File: src/rtl/wb_pkg.sv
// Shared Wishbone definitions: FSM encodings, address field positions, data width
// and the latched request record used by the register responder.
package wb_pkg;

    typedef enum logic [1:0] {
        ST_IDLE    = 2'b00,
        ST_WAIT    = 2'b01,
        ST_RESP    = 2'b10,
        ST_RELEASE = 2'b11
    } wb_state_e;

    localparam int SLV_SEL_BIT = 18;
    localparam int RANGE_LSB   = 4;
    localparam int RANGE_MSB   = 17;
    localparam int DATA_W      = 8;

    // Only address bits below the slave-select bit are kept; the crossbar owns the rest.
    typedef struct packed {
        logic                   we;
        logic [SLV_SEL_BIT-1:0] addr;
        logic [DATA_W-1:0]      wdata;
        logic                   sel;
    } wb_req_t;

endpackage

File: src/rtl/wb_reg_decode.sv
// Combinational register decode: address -> register index, range and
// read-only-status flags.
module wb_reg_decode
    import wb_pkg::*;
#(
    parameter int NUM_REGS = 16
) (
    input  logic [RANGE_MSB:0] addr,
    output logic [3:0]         idx,
    output logic               in_range,
    output logic               is_status
);

    assign idx       = addr[3:0];
    assign in_range  = (addr[RANGE_MSB:RANGE_LSB] == '0) && ({1'b0, idx} < 5'(NUM_REGS));
    assign is_status = in_range && (idx == 4'(NUM_REGS - 1));

endmodule

File: src/rtl/wb_reg_slave.sv
// Wishbone responder for a bank of 8-bit control registers plus one read-only status byte.
// Optional macro WB_REG_SLAVE_ERR_EN: flag out-of-range accesses on WBS_ERR alongside ACK.
module wb_reg_slave
    import wb_pkg::*;
#(
    parameter int NUM_REGS    = 16,
    parameter int WAIT_CYCLES = 1
) (
    input  logic                    CLK,
    input  logic                    RST,
    input  logic                    WBS_CYC,
    input  logic                    WBS_STB,
    input  logic                    WBS_WE,
    input  logic [31:0]             WBS_ADDR,
    input  logic [7:0]              WBS_WDATA,
    input  logic                    WBS_SEL,
    output logic                    WBS_STALL,
    output logic                    WBS_ACK,
    output logic [7:0]              WBS_RDATA,
    output logic                    WBS_ERR,
    output logic [8*NUM_REGS-1:0]   REG_OUT,
    output logic [NUM_REGS-1:0]     WR_STROBE,
    input  logic [7:0]              STATUS_IN
);

    wb_state_e                  state, nxt;
    logic [3:0]                 cnt, cnt_nxt;
    wb_req_t                    req, bus_req, cur;
    logic [NUM_REGS-1:0][7:0]   regs;
    logic [7:0]                 rd_mux;
    logic [3:0]                 idx;
    logic                       in_range, is_status;
    logic                       enter_resp;
    logic                       unused_addr;

    assign unused_addr = ^WBS_ADDR[31:SLV_SEL_BIT];

    assign bus_req = '{we: WBS_WE, addr: WBS_ADDR[SLV_SEL_BIT-1:0], wdata: WBS_WDATA, sel: WBS_SEL};
    // With zero wait states the RESP edge is also the accept edge, so decode the live bus.
    assign cur = (state == ST_IDLE) ? bus_req : req;

    wb_reg_decode #(.NUM_REGS(NUM_REGS)) u_decode (
        .addr      (cur.addr[RANGE_MSB:0]),
        .idx       (idx),
        .in_range  (in_range),
        .is_status (is_status)
    );

    always_comb begin
        nxt     = state;
        cnt_nxt = cnt;
        case (state)
            ST_IDLE: begin
                if (WBS_CYC && WBS_STB) begin
                    if (WAIT_CYCLES == 0) begin
                        nxt = ST_RESP;
                    end else begin
                        nxt     = ST_WAIT;
                        cnt_nxt = 4'(WAIT_CYCLES - 1);
                    end
                end
            end
            ST_WAIT: begin
                if (!WBS_CYC)       nxt = ST_IDLE;
                else if (cnt == '0) nxt = ST_RESP;
                else                cnt_nxt = cnt - 4'd1;
            end
            ST_RESP:    nxt = ST_RELEASE;
            ST_RELEASE: if (!WBS_STB) nxt = ST_IDLE;
            default:    nxt = ST_IDLE;
        endcase
    end

    assign enter_resp = (nxt == ST_RESP);

    always_comb begin
        rd_mux = '0;
        if (is_status) begin
            rd_mux = STATUS_IN;
        end else if (in_range) begin
            for (int i = 0; i < NUM_REGS; i++)
                if (idx == 4'(i)) rd_mux = regs[i];
        end
    end

    always_ff @(posedge CLK or posedge RST) begin
        if (RST) begin
            state     <= ST_IDLE;
            cnt       <= '0;
            req       <= '0;
            regs      <= '0;
            WBS_ACK   <= 1'b0;
            WBS_RDATA <= '0;
            WR_STROBE <= '0;
        end else begin
            state     <= nxt;
            cnt       <= cnt_nxt;
            WBS_ACK   <= enter_resp;
            WR_STROBE <= '0;
            if (state == ST_IDLE && WBS_CYC && WBS_STB)
                req <= bus_req;
            if (enter_resp) begin
                if (!cur.we) begin
                    WBS_RDATA <= rd_mux;
                end else if (cur.sel && in_range && !is_status) begin
                    for (int i = 0; i < NUM_REGS - 1; i++) begin
                        if (idx == 4'(i)) begin
                            regs[i]      <= cur.wdata;
                            WR_STROBE[i] <= 1'b1;
                        end
                    end
                end
            end
        end
    end

`ifdef WB_REG_SLAVE_ERR_EN
    logic err_q;
    always_ff @(posedge CLK or posedge RST) begin
        if (RST) err_q <= 1'b0;
        else     err_q <= enter_resp && !in_range;
    end
    assign WBS_ERR = err_q;
`else
    assign WBS_ERR = 1'b0;
`endif

    assign WBS_STALL = (state != ST_IDLE);
    assign REG_OUT   = regs;

endmodule

File: config.mk
export PLATFORM = sky130hd
export DESIGN_NAME = wb_reg_slave
export DESIGN_NICKNAME = d
export VERILOG_FILES = /design/src/rtl/wb_pkg.sv /design/src/rtl/wb_reg_decode.sv /design/src/rtl/wb_reg_slave.sv
export SDC_FILE = /design/constraint.sdc
export NUM_CORES = 1
export LEC_CHECK = 0
export ABC_CLOCK_PERIOD_IN_PS = 8820
export BUFFER_PORTS_ARGS = -buffer_cell sky130_fd_sc_hd__buf_2
export CORE_MARGIN = 8
export CORE_UTILIZATION = 40
export CTS_CLUSTER_DIAMETER = 80
export DETAILED_ROUTE_END_ITERATION = 8
export GPL_TIMING_DRIVEN = 0
export PLACE_DENSITY_LB_ADDON = 0.15
export SLEW_MARGIN = 10
export SYNTH_ARGS = -nofsm -noshare
export SYNTH_HDL_FRONTEND = slang
export SYNTH_SLANG_ARGS = --single-unit
File: constraint.sdc
create_clock -name CLK -period 8.82 [get_ports CLK]
set_clock_uncertainty 0.1 [all_clocks]
set_input_delay 0.441 -clock CLK [delete_from_list [all_inputs] [get_ports CLK]]
set_output_delay 0.441 -clock CLK [all_outputs]
set_load 0.05 [all_outputs]
==> metrics.cfg <==
[run_status]
outcome = finished with violations
violations = negative hold slack

[routing]
firstDrtPassIters = 5
drc = 0
detail_route.wirelength_um = 28300
viasPerCell = 5.58
drt_iter0_markers = 548
wl_per_cell_um = 22.2
ant_nets = 0
vias = 7130

[synthesis]
synth_area_um2 = 8270
yosysSeqAreaShare_pct = 53.9
synth_ff_type = dfrtp_1
ys_types = 66
ys_seq_elements = 178
async_reset_ff_share_pct = 100
syn_inst = 781
synth_edf_count = 0
yosysWarnings = 8
postSynthAreaPerCell_um2 = 10.6

[clock_network]
cts_buffer_depth = 2
cts_tree = yes
clock_latency_ns = 0.43
clock_sinks = 178
path_clk_slew_ns = 0.07
root_buffer = clkbuf_16
cts.repair.resized = 0
cts_inserted_buffers = 17
cts_setup_buffers = 0
cts_max_level = 4
postCtsHoldBufs = 0

[timing]
fin_crit_sh_pct = 36.1
report.final.slew_viol_count = 0
period_minus_slack_ns = 3.18
relSlewSlack_pct = 22.2
tightest_slew_ns = 1.13
fmax_ghz = 0.314
hold_violations = 10
setup_violations = 0
holdWs_ns = -0.0140
rsz0062_at_grt = no
finalSetupTns_ns = 0

[setup_path]
arrival_ns = 3.35
cp_cell_sequence = nor2_1 > buf_2 > buf_2 > clkbuf_1 > mux2i_1 > o21ai_0
startpoint_type = flip-flop
end_kind = flip-flop
critical_path_class = flip-flop to flip-flop
cpPeakStageDelay_ns = 0.98
critPathBufInv = 3
critPathRequiredTime_ns = 8.98
r2r_slack_ns = 5.64
critPathMaxFanout = 10
cp_slowest_cell = mux2i_1
cp_common_cell = buf_2
cpLargestDelayFamily = buffers and inverters

[layout]
fillers = 1908
layout_common_cells = buf_2, dfrtp_1, nand2_1
layout_commonest_cell = buf_2
drive_above_1_share_pct = 33.2
nets = 1051
area_delta_synth_final_pct = 23.4
diodes = 0
final_core_util_pct = 50.4

[floorplan]
die-width_um = 160
coreArea_um2 = 20200
rows = 52
dieArea_um2 = 25500
num_io_pins = 209
start_util_pct = 40.8
die_h_um = 160

[global_route]
grt_pass1_wl_um = 43900
grt_use_met1_pct = 27.8
grt_pass1_vias = 7211
grt_max_degree = 92
grtUsageTotal_pct = 22.2
grt_overflow = 0
grt-busiest-layer = met2
antenna_found_initial = 3
use_met2_pct = 36.0
met3_usage_pct = 5.68

[flow_run]
drv_cap = 0

[placed_design]
numPortBuffers = 184
hpwl_um = 21300
gp_congestion = 0.859

[power_and_ir_drop]
ir_worst_vdd_mv = 0.165
leakagePower_nw = 5.21
power-per-cell-area_nw_per_um2 = 266

[worst_hold_path]
min_path_type = primary input to asynchronous set/reset pin

## cell families after synthesis
kind of cell / count (synthesis) / share of synthesized area, %
mux: 84 / 11.2
fa+ha+maj: 2 / 0.303
flops: 178 / 53.9
buf+inv: 70 / 4.21
xor+xnor: 4 / 0.424
simple gates: 234 / 13.3
compound gates: 208 / 16.6
other cells: 1 / 0.0454
## worst paths after layout
kind	startpoint	endpoint	cells after the start
setup / recovery	state[0]	REG_OUT[103]	6
hold / removal	RST	req[20]	2
setup reg to reg	state[0]	REG_OUT[103]	6
hold reg to reg	REG_OUT[0]	REG_OUT[0]	1
max in group asynchronous	RST	REG_OUT[97]	3
min in group CLK	WBS_ADDR[17]	req[26]	2
## per-stage QoR
| step | area (µm²) | worst slack (ns) | power, mW | std cells | hold slack [ns] |
|---|---|---|---|---|---|
| 3_3_place_gp | 9560 | 1.19 | 1.94 | 1244 | 0.380 |
| 3_5_place_dp | 9620 | 5.37 | 1.97 | 1246 | 0.388 |
| 5_1_grt | 10200 | 5.35 | 2.86 | 1278 | 0.0503 |
| 6_report | 10200 | 5.64 | 2.72 | 1278 | -0.0140 |
| 4_1_cts | 10200 | 5.36 | 2.72 | 1278 | 0.0265 |
| 2_1_floorplan | 8300 | 3.45 | 1.61 | 790 | 0.372 |
## registers in the layout (all words and copies together) (netlist names)
| register | count |
|---|---|
| REG_OUT | 120 |
| cnt | 4 |
| WR_STROBE | 15 |
| state | 2 |
| req | 28 |
| WBS_ACK | 1 |
| WBS_RDATA | 8 |
## report_power, final
part | internal, mW | switching, mW | leakage [nW] | total [mW]
logic | 0.297 | 0.694 | 2.55 | 0.992
registers | 0.911 | 0.0703 | 2.38 | 0.981
clock network | 0.414 | 0.329 | 0.284 | 0.743
total | 1.62 | 1.09 | 5.21 | 2.72
## metal layers
layer  routed length, µm  vias to the layer above
li1                    -                     3227
met1               11800                     3562
met2               13500                      293
met3                2120                       46
met4                 845                        2
met5                  13                        -
## cells in the mapped netlist, drive strengths merged, types with 2 or more instances
master   number  area share (%)
o311ai        5            0.53
a211oi        2            0.18
a221o         6            0.73
o32ai         5            0.71
a22oi        11             1.0
a22o          9            0.95
o22a          3            0.32
a221oi        8            0.85
or2           2            0.15
and2          6            0.45
a2111oi       2            0.44
o211ai        3            0.27
mux2         69             9.4
o21ai        99             6.0
and3          4            0.30
or4b          2            0.29
nor3          5            0.30
o22ai         7            0.53
or3           2            0.15
buf          28             2.3
mux2i        15             1.8
nor2         29             1.5
a21o          4            0.36
o21a          2            0.18
and4          2            0.21
nand3        18             1.2
nand2       134             6.2
nor4          9            0.83
xor2          4            0.42
inv          24             1.1
a21oi        23             1.5
a222oi        5            0.61
dfrtp       178              54
o31ai         6            0.54
nand2b       13            0.98
ha            2            0.30
nor2b         3            0.23
a32oi         2            0.21
clkbuf       18            0.82
## layout make-up
type / instances / area [µm²] / share of cell area (%)
buffer: 46 / 258 / 2.53
clock buffer: 21 / 470 / 4.61
clock inverter: 11 / 101 / 0.993
inverter: 24 / 97.6 / 0.957
multi-input combinational: 542 / 3520 / 34.5
sequential: 178 / 4450 / 43.7
tap: 270 / 338 / 3.31
timing repair buffer: 186 / 960 / 9.41
(Power assumes the default switching activity.)
